==> config.mk <==
export PLATFORM = sky130hd
export DESIGN_NAME = uart_dbg_bridge
export DESIGN_NICKNAME = d
export VERILOG_FILES = /design/src/rtl/uart_dbg_bridge.sv
export SDC_FILE = /design/constraint.sdc
export NUM_CORES = 1
export LEC_CHECK = 0
export ABC_CLOCK_PERIOD_IN_PS = 2700
export BUFFER_PORTS_ARGS = -buffer_cell sky130_fd_sc_hd__buf_2
export CAP_MARGIN = 20
export CORE_MARGIN = 5
export CORE_UTILIZATION = 50
export DETAILED_ROUTE_END_ITERATION = 8
export GPL_TIMING_DRIVEN = 0
export PLACE_DENSITY = 0.73
export SYNTH_ARGS = -nofsm -noshare
export SYNTH_HDL_FRONTEND = slang
export SYNTH_SLANG_ARGS = --single-unit
==> constraint.sdc <==
create_clock -name clk -period 2.7 [get_ports clk]
set_input_delay 0.54 -clock clk [delete_from_list [all_inputs] [get_ports clk]]
set_output_delay 0.54 -clock clk [all_outputs]
set_load 0.05 [all_outputs]
==> src/rtl/uart_dbg_bridge.sv <==
// UART-to-debug bridge: 9-byte 8N1 command frames in, one debug command out,
// and a 5-byte status/data response returned over the TX line.
module uart_dbg_bridge #(
    parameter int CLK_FREQ       = 50000000,
    parameter int BAUD           = 115200,
    parameter int DBG_TIMEOUT    = 1024,
    parameter int FRAME_GAP_BITS = 20
) (
    input  logic        clk,
    input  logic        rstn_i,
    input  logic        uart_rx_i,
    output logic        uart_tx_o,
    output logic [7:0]  dbg_cmd_o,
    output logic [31:0] dbg_addr_o,
    output logic [31:0] dbg_data_o,
    input  logic [31:0] dbg_data_i,
    input  logic        dbg_ready_i,
    output logic        busy_o
);
    localparam int          CLKS_PER_BIT = CLK_FREQ / BAUD;
    localparam logic [31:0] BIT_LAST     = 32'(CLKS_PER_BIT - 1);
    localparam logic [31:0] HALF_LAST    = 32'(CLKS_PER_BIT / 2 - 1);
    localparam logic [31:0] GAP_LIMIT    = 32'(FRAME_GAP_BITS * CLKS_PER_BIT);
    localparam logic [31:0] TMO_LAST     = 32'(DBG_TIMEOUT - 1);

    typedef enum logic [1:0] {RX_IDLE, RX_START, RX_DATA, RX_STOP} rx_state_t;
    typedef enum logic [1:0] {IDLE, RECV, ISSUE, RESP} state_t;

    rx_state_t   rx_state, rx_state_next;
    logic        rx_meta, rx_sync, rx_prev;
    logic [31:0] rx_cnt;
    logic [2:0]  rx_bit;
    logic [7:0]  rx_shift;
    logic        rx_tick, rx_done, rx_ferr;

    state_t      state, state_next;
    logic [3:0]  byte_cnt;
    logic [7:0]  cmd_r;
    logic [31:0] addr_r, data_r, gap_cnt, tmo_cnt, tx_cnt, rsp_data;
    logic [9:0]  tx_shift;
    logic [3:0]  tx_bit;
    logic [2:0]  tx_idx;
    logic [7:0]  next_tx_byte;
    logic        gap_expired, issue_ok, issue_tmo, tx_tick, tx_last;

    // Receiver: rx_done/rx_ferr pulse in the cycle the stop bit is sampled,
    // with the completed byte already sitting in rx_shift.
    always_comb begin
        rx_state_next = rx_state;
        rx_done       = 1'b0;
        rx_ferr       = 1'b0;
        rx_tick       = (rx_cnt == BIT_LAST);
        case (rx_state)
            RX_IDLE:  if (rx_prev && !rx_sync) rx_state_next = RX_START;
            RX_START: if (rx_cnt == HALF_LAST) rx_state_next = rx_sync ? RX_IDLE : RX_DATA;
            RX_DATA:  if (rx_tick && rx_bit == 3'd7) rx_state_next = RX_STOP;
            RX_STOP: begin
                if (rx_tick) begin
                    rx_state_next = RX_IDLE;
                    rx_done       = rx_sync;
                    rx_ferr       = !rx_sync;
                end
            end
            default:  rx_state_next = RX_IDLE;
        endcase
    end

    always_ff @(posedge clk or negedge rstn_i) begin
        if (!rstn_i) begin
            rx_meta  <= 1'b1;
            rx_sync  <= 1'b1;
            rx_prev  <= 1'b1;
            rx_state <= RX_IDLE;
            rx_cnt   <= '0;
            rx_bit   <= '0;
            rx_shift <= '0;
        end else begin
            rx_meta  <= uart_rx_i;
            rx_sync  <= rx_meta;
            rx_prev  <= rx_sync;
            rx_state <= rx_state_next;
            if (rx_state == RX_IDLE || rx_state_next != rx_state || rx_tick) rx_cnt <= '0;
            else rx_cnt <= rx_cnt + 32'd1;
            if (rx_state == RX_START) rx_bit <= '0;
            if (rx_state == RX_DATA && rx_tick) begin
                rx_shift <= {rx_sync, rx_shift[7:1]};
                rx_bit   <= rx_bit + 3'd1;
            end
        end
    end

    always_comb begin
        state_next  = state;
        gap_expired = (state == RECV) && (gap_cnt > GAP_LIMIT);
        issue_ok    = (state == ISSUE) && dbg_ready_i;
        issue_tmo   = (state == ISSUE) && !dbg_ready_i && (tmo_cnt == TMO_LAST);
        tx_tick     = (tx_cnt == BIT_LAST);
        tx_last     = (state == RESP) && tx_tick && (tx_bit == 4'd9) && (tx_idx == 3'd4);
        case (tx_idx)
            3'd0:    next_tx_byte = rsp_data[7:0];
            3'd1:    next_tx_byte = rsp_data[15:8];
            3'd2:    next_tx_byte = rsp_data[23:16];
            3'd3:    next_tx_byte = rsp_data[31:24];
            default: next_tx_byte = 8'h00;
        endcase
        case (state)
            IDLE:  if (rx_done) state_next = RECV;
            RECV: begin
                if (rx_ferr || gap_expired) state_next = IDLE;
                else if (rx_done && byte_cnt == 4'd8) state_next = (cmd_r != 8'h00) ? ISSUE : IDLE;
            end
            ISSUE: if (issue_ok || issue_tmo) state_next = RESP;
            RESP:  if (tx_last) state_next = IDLE;
            default: state_next = IDLE;
        endcase
    end

    always_ff @(posedge clk or negedge rstn_i) begin
        if (!rstn_i) state <= IDLE;
        else         state <= state_next;
    end

    always_ff @(posedge clk or negedge rstn_i) begin
        if (!rstn_i) begin
            busy_o     <= 1'b0;
            uart_tx_o  <= 1'b1;
            dbg_cmd_o  <= '0;
            dbg_addr_o <= '0;
            dbg_data_o <= '0;
            byte_cnt   <= '0;
            cmd_r      <= '0;
            addr_r     <= '0;
            data_r     <= '0;
            gap_cnt    <= '0;
            tmo_cnt    <= '0;
            tx_cnt     <= '0;
            rsp_data   <= '0;
            tx_shift   <= '1;
            tx_bit     <= '0;
            tx_idx     <= '0;
        end else begin
            busy_o <= (state_next != IDLE);
            if (state != RECV || rx_done) gap_cnt <= '0;
            else if (rx_state == RX_IDLE) gap_cnt <= gap_cnt + 32'd1;

            if (state == IDLE && rx_done) begin
                cmd_r    <= rx_shift;
                byte_cnt <= 4'd1;
            end
            // Little-endian fields fill from the top so byte 1/5 lands in bits [7:0].
            if (state == RECV && rx_done) begin
                byte_cnt <= byte_cnt + 4'd1;
                if (byte_cnt <= 4'd4) addr_r <= {rx_shift, addr_r[31:8]};
                else                  data_r <= {rx_shift, data_r[31:8]};
            end
            // Byte 8 is still in rx_shift on the entry edge, so merge it directly.
            if (state == RECV && state_next == ISSUE) begin
                dbg_cmd_o  <= cmd_r;
                dbg_addr_o <= addr_r;
                dbg_data_o <= {rx_shift, data_r[31:8]};
                tmo_cnt    <= '0;
            end
            if (state == ISSUE) tmo_cnt <= tmo_cnt + 32'd1;

            if (issue_ok || issue_tmo) begin
                dbg_cmd_o <= 8'h00;
                rsp_data  <= issue_ok ? dbg_data_i : 32'hFFFF_FFFF;
                tx_shift  <= {1'b1, (issue_ok ? 8'h00 : 8'hEE), 1'b0};
                uart_tx_o <= 1'b0;
                tx_cnt    <= '0;
                tx_bit    <= '0;
                tx_idx    <= '0;
            end

            if (state == RESP) begin
                if (tx_tick) begin
                    tx_cnt <= '0;
                    if (tx_bit == 4'd9) begin
                        if (tx_idx != 3'd4) begin
                            tx_idx    <= tx_idx + 3'd1;
                            tx_shift  <= {1'b1, next_tx_byte, 1'b0};
                            uart_tx_o <= 1'b0;
                            tx_bit    <= '0;
                        end
                    end else begin
                        tx_shift  <= {1'b1, tx_shift[9:1]};
                        uart_tx_o <= tx_shift[1];
                        tx_bit    <= tx_bit + 4'd1;
                    end
                end else begin
                    tx_cnt <= tx_cnt + 32'd1;
                end
            end
        end
    end
endmodule

; After elaboration in Yosys (flattened, before gate mapping)
; Index checks and enable logic that the tools add are counted.
[totals]
register_bits = 345
out_inout_bits = 74
[classes]
add_sub_neg = 8
n_lt_le_gt_ge = 2
n_eq_ne = 21
muxes = 54
bitwise_logic = 1
n_reduce_logical = 34
[ops]
columns = cell, n
row1 = $mux 32, 9
row2 = $add 32x1->32 const B, 4
row3 = $eq 32x9->1 const B, 2
row4 = $mux 10, 5
row5 = $eq 32x10->1 const B, 1
row6 = $eq 32x8->1 const B, 1
row7 = $gt 32x14->1 const B, 1
row8 = $pmux 8 s4, 1
row9 = $mux 4, 7
row10 = $mux 8, 3
row11 = $mux 2, 11
row12 = $mux 3, 7
row13 = $pmux 2 s4, 2
row14 = $logic_and 1x1->1, 14
row15 = $reduce_bool 2->1, 7
row16 = $eq 2x2->1 const B, 5
row17 = $mux 1, 9
row18 = $add 4x1->4 const B, 2
row19 = $eq 4x4->1 const B, 2
row20 = $reduce_bool 8->1, 1
row21 = $add 3x1->3 const B, 2
row22 = $eq 3x2->1 const B, 2
row23 = $eq 3x3->1 const B, 2
row24 = $logic_or 1x1->1, 5
row25 = other kinds (11), 15

; Depth between registers and ports, before layout
[depth]
ltp_word = 11
ltp_mapped = 10
mapped_depth_nobuf = 7

; Worst setup path before layout
; Ideal clock, no wire load.
[synth_path]
path_kind = register to register
from = register tmo_cnt[0]
to = register tx_cnt[21]
setup_ns = 0.132
arrival_time_ns = 2.369
t_required_ns = 2.568
slack_ns = 0.199
path_stages_with_launch = 11
n_path_buf = 4
synth_period_minus_slack_ns = 2.501
cell_sequence = dfrtp_1 ha_1 nand3_1 or2_1 clkbuf_1 or4_1 buf_2 buf_2 nand3_1 buf_4 a31oi_1
[synth_via]
elab_chain_cells = 4
[synth_lines]
columns = element, line_no
row1 = start: declaration, 39  ; logic [31:0] addr_r, data_r, gap_cnt, tmo_cnt, tx_cnt, rsp_data;
row2 = start signal: assignment, 163  ; if (state == ISSUE) tmo_cnt <= tmo_cnt + 32'd1;
row3 = $eq 32x10->1, 96  ; issue_tmo = (state == ISSUE) && !dbg_ready_i && (tmo_cnt == TMO_LAST);
row4 = $logic_and 1x1->1, 96
row5 = $logic_or 1x1->1, 165  ; if (issue_ok || issue_tmo) begin
row6 = $reduce_bool 2->1 (no source line), -
row7 = end signal: assignment, 191  ; tx_cnt <= tx_cnt + 32'd1;
row8 = end: declaration, 39
; Every way passes these cells.
; A chain may end at the register's enable or synchronous reset.

; Worst setup path in the final report
[layout_path]
from = register rx_cnt[3]
to = register rx_shift[3]
[layout_via]
elab_chain_cells = 2
[layout_lines]
columns = element, line_no
row1 = start: declaration, 31  ; logic [31:0] rx_cnt;
row2 = start signal: assignment, 83  ; else rx_cnt <= rx_cnt + 32'd1;
row3 = $eq 32x9->1, 52  ; rx_tick = (rx_cnt == BIT_LAST);
row4 = $logic_and 1x1->1, 85  ; if (rx_state == RX_DATA && rx_tick) begin
row5 = end signal: assignment, 86  ; rx_shift <= {rx_sync, rx_shift[7:1]};
row6 = end: declaration, 33  ; logic [7:0] rx_shift;
; Every way passes these cells.

==> out/qor.yml <==
place:
  gp_congestion: 0.8500
  io_buffers: 109
  hpwl_mm: 24.12
  dp_slack_ns: -0.6767
clocking:
  insertion_delay_ns: 0.52
  clockBufferDepth: 3
  cts_buffers: 37
  htreeDepth: 2
  clk_pin_slew_worst_paths_ns: 0.06
  clock-sinks: 336
  cts_tree: "done"
  cts-root-buf: "clkbuf_16"
cells_and_area:
  multi_input_area_sq_um: 6754
  areaGrowthSynthToFinish_pct: 17.54
  layout-drive-gt1-share_pct: 22.22
  diodes: 0
  finalNetCount: 1636
  final_common_cell: "dfrtp_1"
  most-common-layout-cells: "dfrtp_1, nor2_1, buf_2, mux2_2, nand2_1"
  fillCellCount: 2424
  seqCellArea_sq_um: 8427
synth:
  synthesis.instances: 1415
  yosysSeqAreaShare_pct: 54.04
  synth-edff-count: 0
  ys_types: 68
  yosysTopAreaCellShare_pct: 51.85
  ys.flop_type: "dfrtp_1"
  syn-cell-area_sq_um: 15590
  yosys.area_share.adder_pct: 1.525
  synth_top_family_by_area: "simple AND/OR/NAND/NOR gates"
  synthXorXnorAreaFrac_pct: 3.933
  yosys_warnings: 0
  yosys.area_share.simple_pct: 16.79
  synth_top_cell_by_area: "dfrtp_1"
  synth.area.mux_share_pct: 11.12
  syn_nets: 1470
  synth_seq_cells: 336
  synth.area.top_cells: "dfrtp_1, mux2_2, mux2_1, nor2_1, xnor2_1"
  synth_compound_area_share_pct: 9.166
  synth_area_per_cell_sq_um: 11.02
  synthArstFlopShare_pct: 100.0
route:
  vias: 11740
  routed_via_density: 5.860
  ant_nets: 0
  drc: 0
  drt-total-wl_mm: 35.72
  first_iter_violations: 706
  wl_per_cell_microns: 17.83
  first_pass_iters: 8
sta:
  fmax_mhz: 380.8
  hold_slack_ns: 0.1248
  hold_viol: 0
  finalSetupViolCount: 0
  worst_pin_slew_ns: 1.110
  worst_slack_ns: 0.07367
  max_slew_margin_pct: 25.34
  slew_violations: 0
  fin_crit_sh_pct: 97.27
  finalClockSkew_ns: 0.01889
  fin_crit_ns: 2.626
pwr:
  peakVddDrop_uv: 557.7
  leakagePower_nw: 8.502
  powerDensity_nw_per_um2: 594.7
critical_path:
  crit_path_start_kind: "flop"
  cp_slowest_cell: "or4bb_1"
  crit_chain: "or4bb_1 -> nor2_2 -> nand4_2 -> buf_4 -> nor2_1 -> mux2_2"
  slowest_delay_ns: 0.60
  cp-end-kind: "flop"
  crit_type: "flop to flop"
  cp_max_fo: 8
  cp_data_arrival_time_ns: 3.02
  crit_required_ns: 3.10
global_route:
  overflow: 0
  grt_antenna_before_repair: 1
  grt_usage_pct: 20.11
  grt_pass1_wl_mm: 60.34
  grt_pass1_vias: 11820
  grt_start_max_net_pins: 102
floorplan:
  core.rowCount: 64
  fp.dieW_microns: 186.6
  dieArea_sq_um: 34810
  initial_core_util_pct: 50.83
  core-area_sq_um: 30670
  ioPinCount: 110
  die_h_microns: 186.6
run_status:
  status: "finished, final reports clean"
job:
  maxCapViolations: 0
hold_path:
  hp-class: "input pin to flop"
[area by class of cell]
cell class                 instances  area share (%)
sequential                       336           45.99
inverter                          51           1.045
multi-input combinational        945           36.86
buffer                            79           2.158
clock inverter                    14           1.106
tap                              396           2.704
clock buffer                      51           5.832
timing repair buffer             131           4.302
[where the power goes]
part           internal, mW  total (mW)  leakage, nW  switching, mW
registers              5.12        5.23         4.27          0.110
clock network          3.17        5.21        0.626           2.04
logic                 0.169       0.458         3.61          0.289
[final timing paths]
path / depth (start not counted) / startpoint / end / slack (ns)
max in group asynchronous: 4 / rstn_i / rx_cnt[16] / 0.82
worst max-delay path: 6 / rx_cnt[3] / rx_shift[3] / 0.07
worst min-delay path: 1 / uart_rx_i / rx_meta / 0.12
min in group asynchronous: 2 / rstn_i / gap_cnt[24] / 0.59
worst max register to register: 6 / rx_cnt[3] / rx_shift[3] / 0.07
worst min register to register: 0 / rx_meta / rx_sync / 0.35
[state kept, by name (all words and copies together) (netlist names), 2 cells and up]
| name | flops |
|---|---|
| addr_r | 32 |
| rx_bit | 3 |
| byte_cnt | 4 |
| cmd_r | 8 |
| tx_shift | 9 |
| rx_shift | 8 |
| rx_cnt | 32 |
| data_r | 24 |
| gap_cnt | 32 |
| tmo_cnt | 32 |
| rsp_data | 32 |
| tx_bit | 4 |
| dbg_addr_o | 32 |
| rx_state | 2 |
| dbg_data_o | 32 |
| dbg_cmd_o | 8 |
| tx_idx | 3 |
| tx_cnt | 32 |
| state | 2 |
[what timing repair did]
action,in CTS,in global routing
pin swaps,4,5
hold buffers,1,0
hold endpoints to repair,25,0
gates resized for setup,31,35
buffers inserted,9,8
endpoints found under the setup margin,273,276
[worst max-delay path: cells and delay by family (launching register included)]
| family | cells | cell delay (ns) |
|---|---|---|
| and+or+nand+nor | 4 | 1.44 |
| DFF | 1 | 0.45 |
| muxes | 1 | 0.41 |
| buffers and inverters | 1 | 0.20 |
[synth_stat cells (6+ instances only)]
master and n:
buf_2 21, nor3_1 27, a21oi_1 27, xnor2_1 50, and4_1 12, o211ai_1 7
nor4_1 52, a222oi_1 8, nand2_1 76, clkbuf_1 55, a211o_1 6, a21o_1 6
o22ai_1 7, nand4_1 47, o21ai_0 24, buf_1 6, and3_1 20, dfstp_2 13
mux2_1 53, inv_1 51, ha_1 19, xor2_1 20, mux2i_1 18, dfrtp_1 323
nand3_1 73, or4_1 7, nor2_1 132, a31oi_1 37, o22a_1 33, nand2b_1 15
a221o_1 8, mux2_2 85, and2_1 6
[kinds of logic after synthesis]
kind of cell             count (synthesis)
AO/OA/AOI/OAI                          199
flip-flops                             336
adder cells (fa/ha/maj)                 19
multiplexers                           156
buffers and inverters                  134
AND/OR/NAND/NOR                        501
XOR/XNOR                                70
[metrics by stage]
step                      setup TNS [ns]  total power, mW  util [%]  cell area, sq um  cells
after CTS                     -0.0001146            10.99     59.25             18170   1997
after detailed placement          -54.20            5.767     54.56             16730   1924
after global placement          -1772.38            5.732     54.22             16630   1920
after floorplan                        0            5.531         -             15590   1415
final                                  0            10.90     59.74             18320   2003
after global routing           -0.002987            11.32     59.74             18320   2003
[layer usage]
metal,GRT usage (%),vias to the layer above,share of wire [%]
met5,0,-,0.022
met4,5.661,2,2.3
met3,4.410,70,5.8
met2,31.90,317,47
met1,28.18,5880,45
li1,-,5469,-
(Power assumes the default switching activity.)
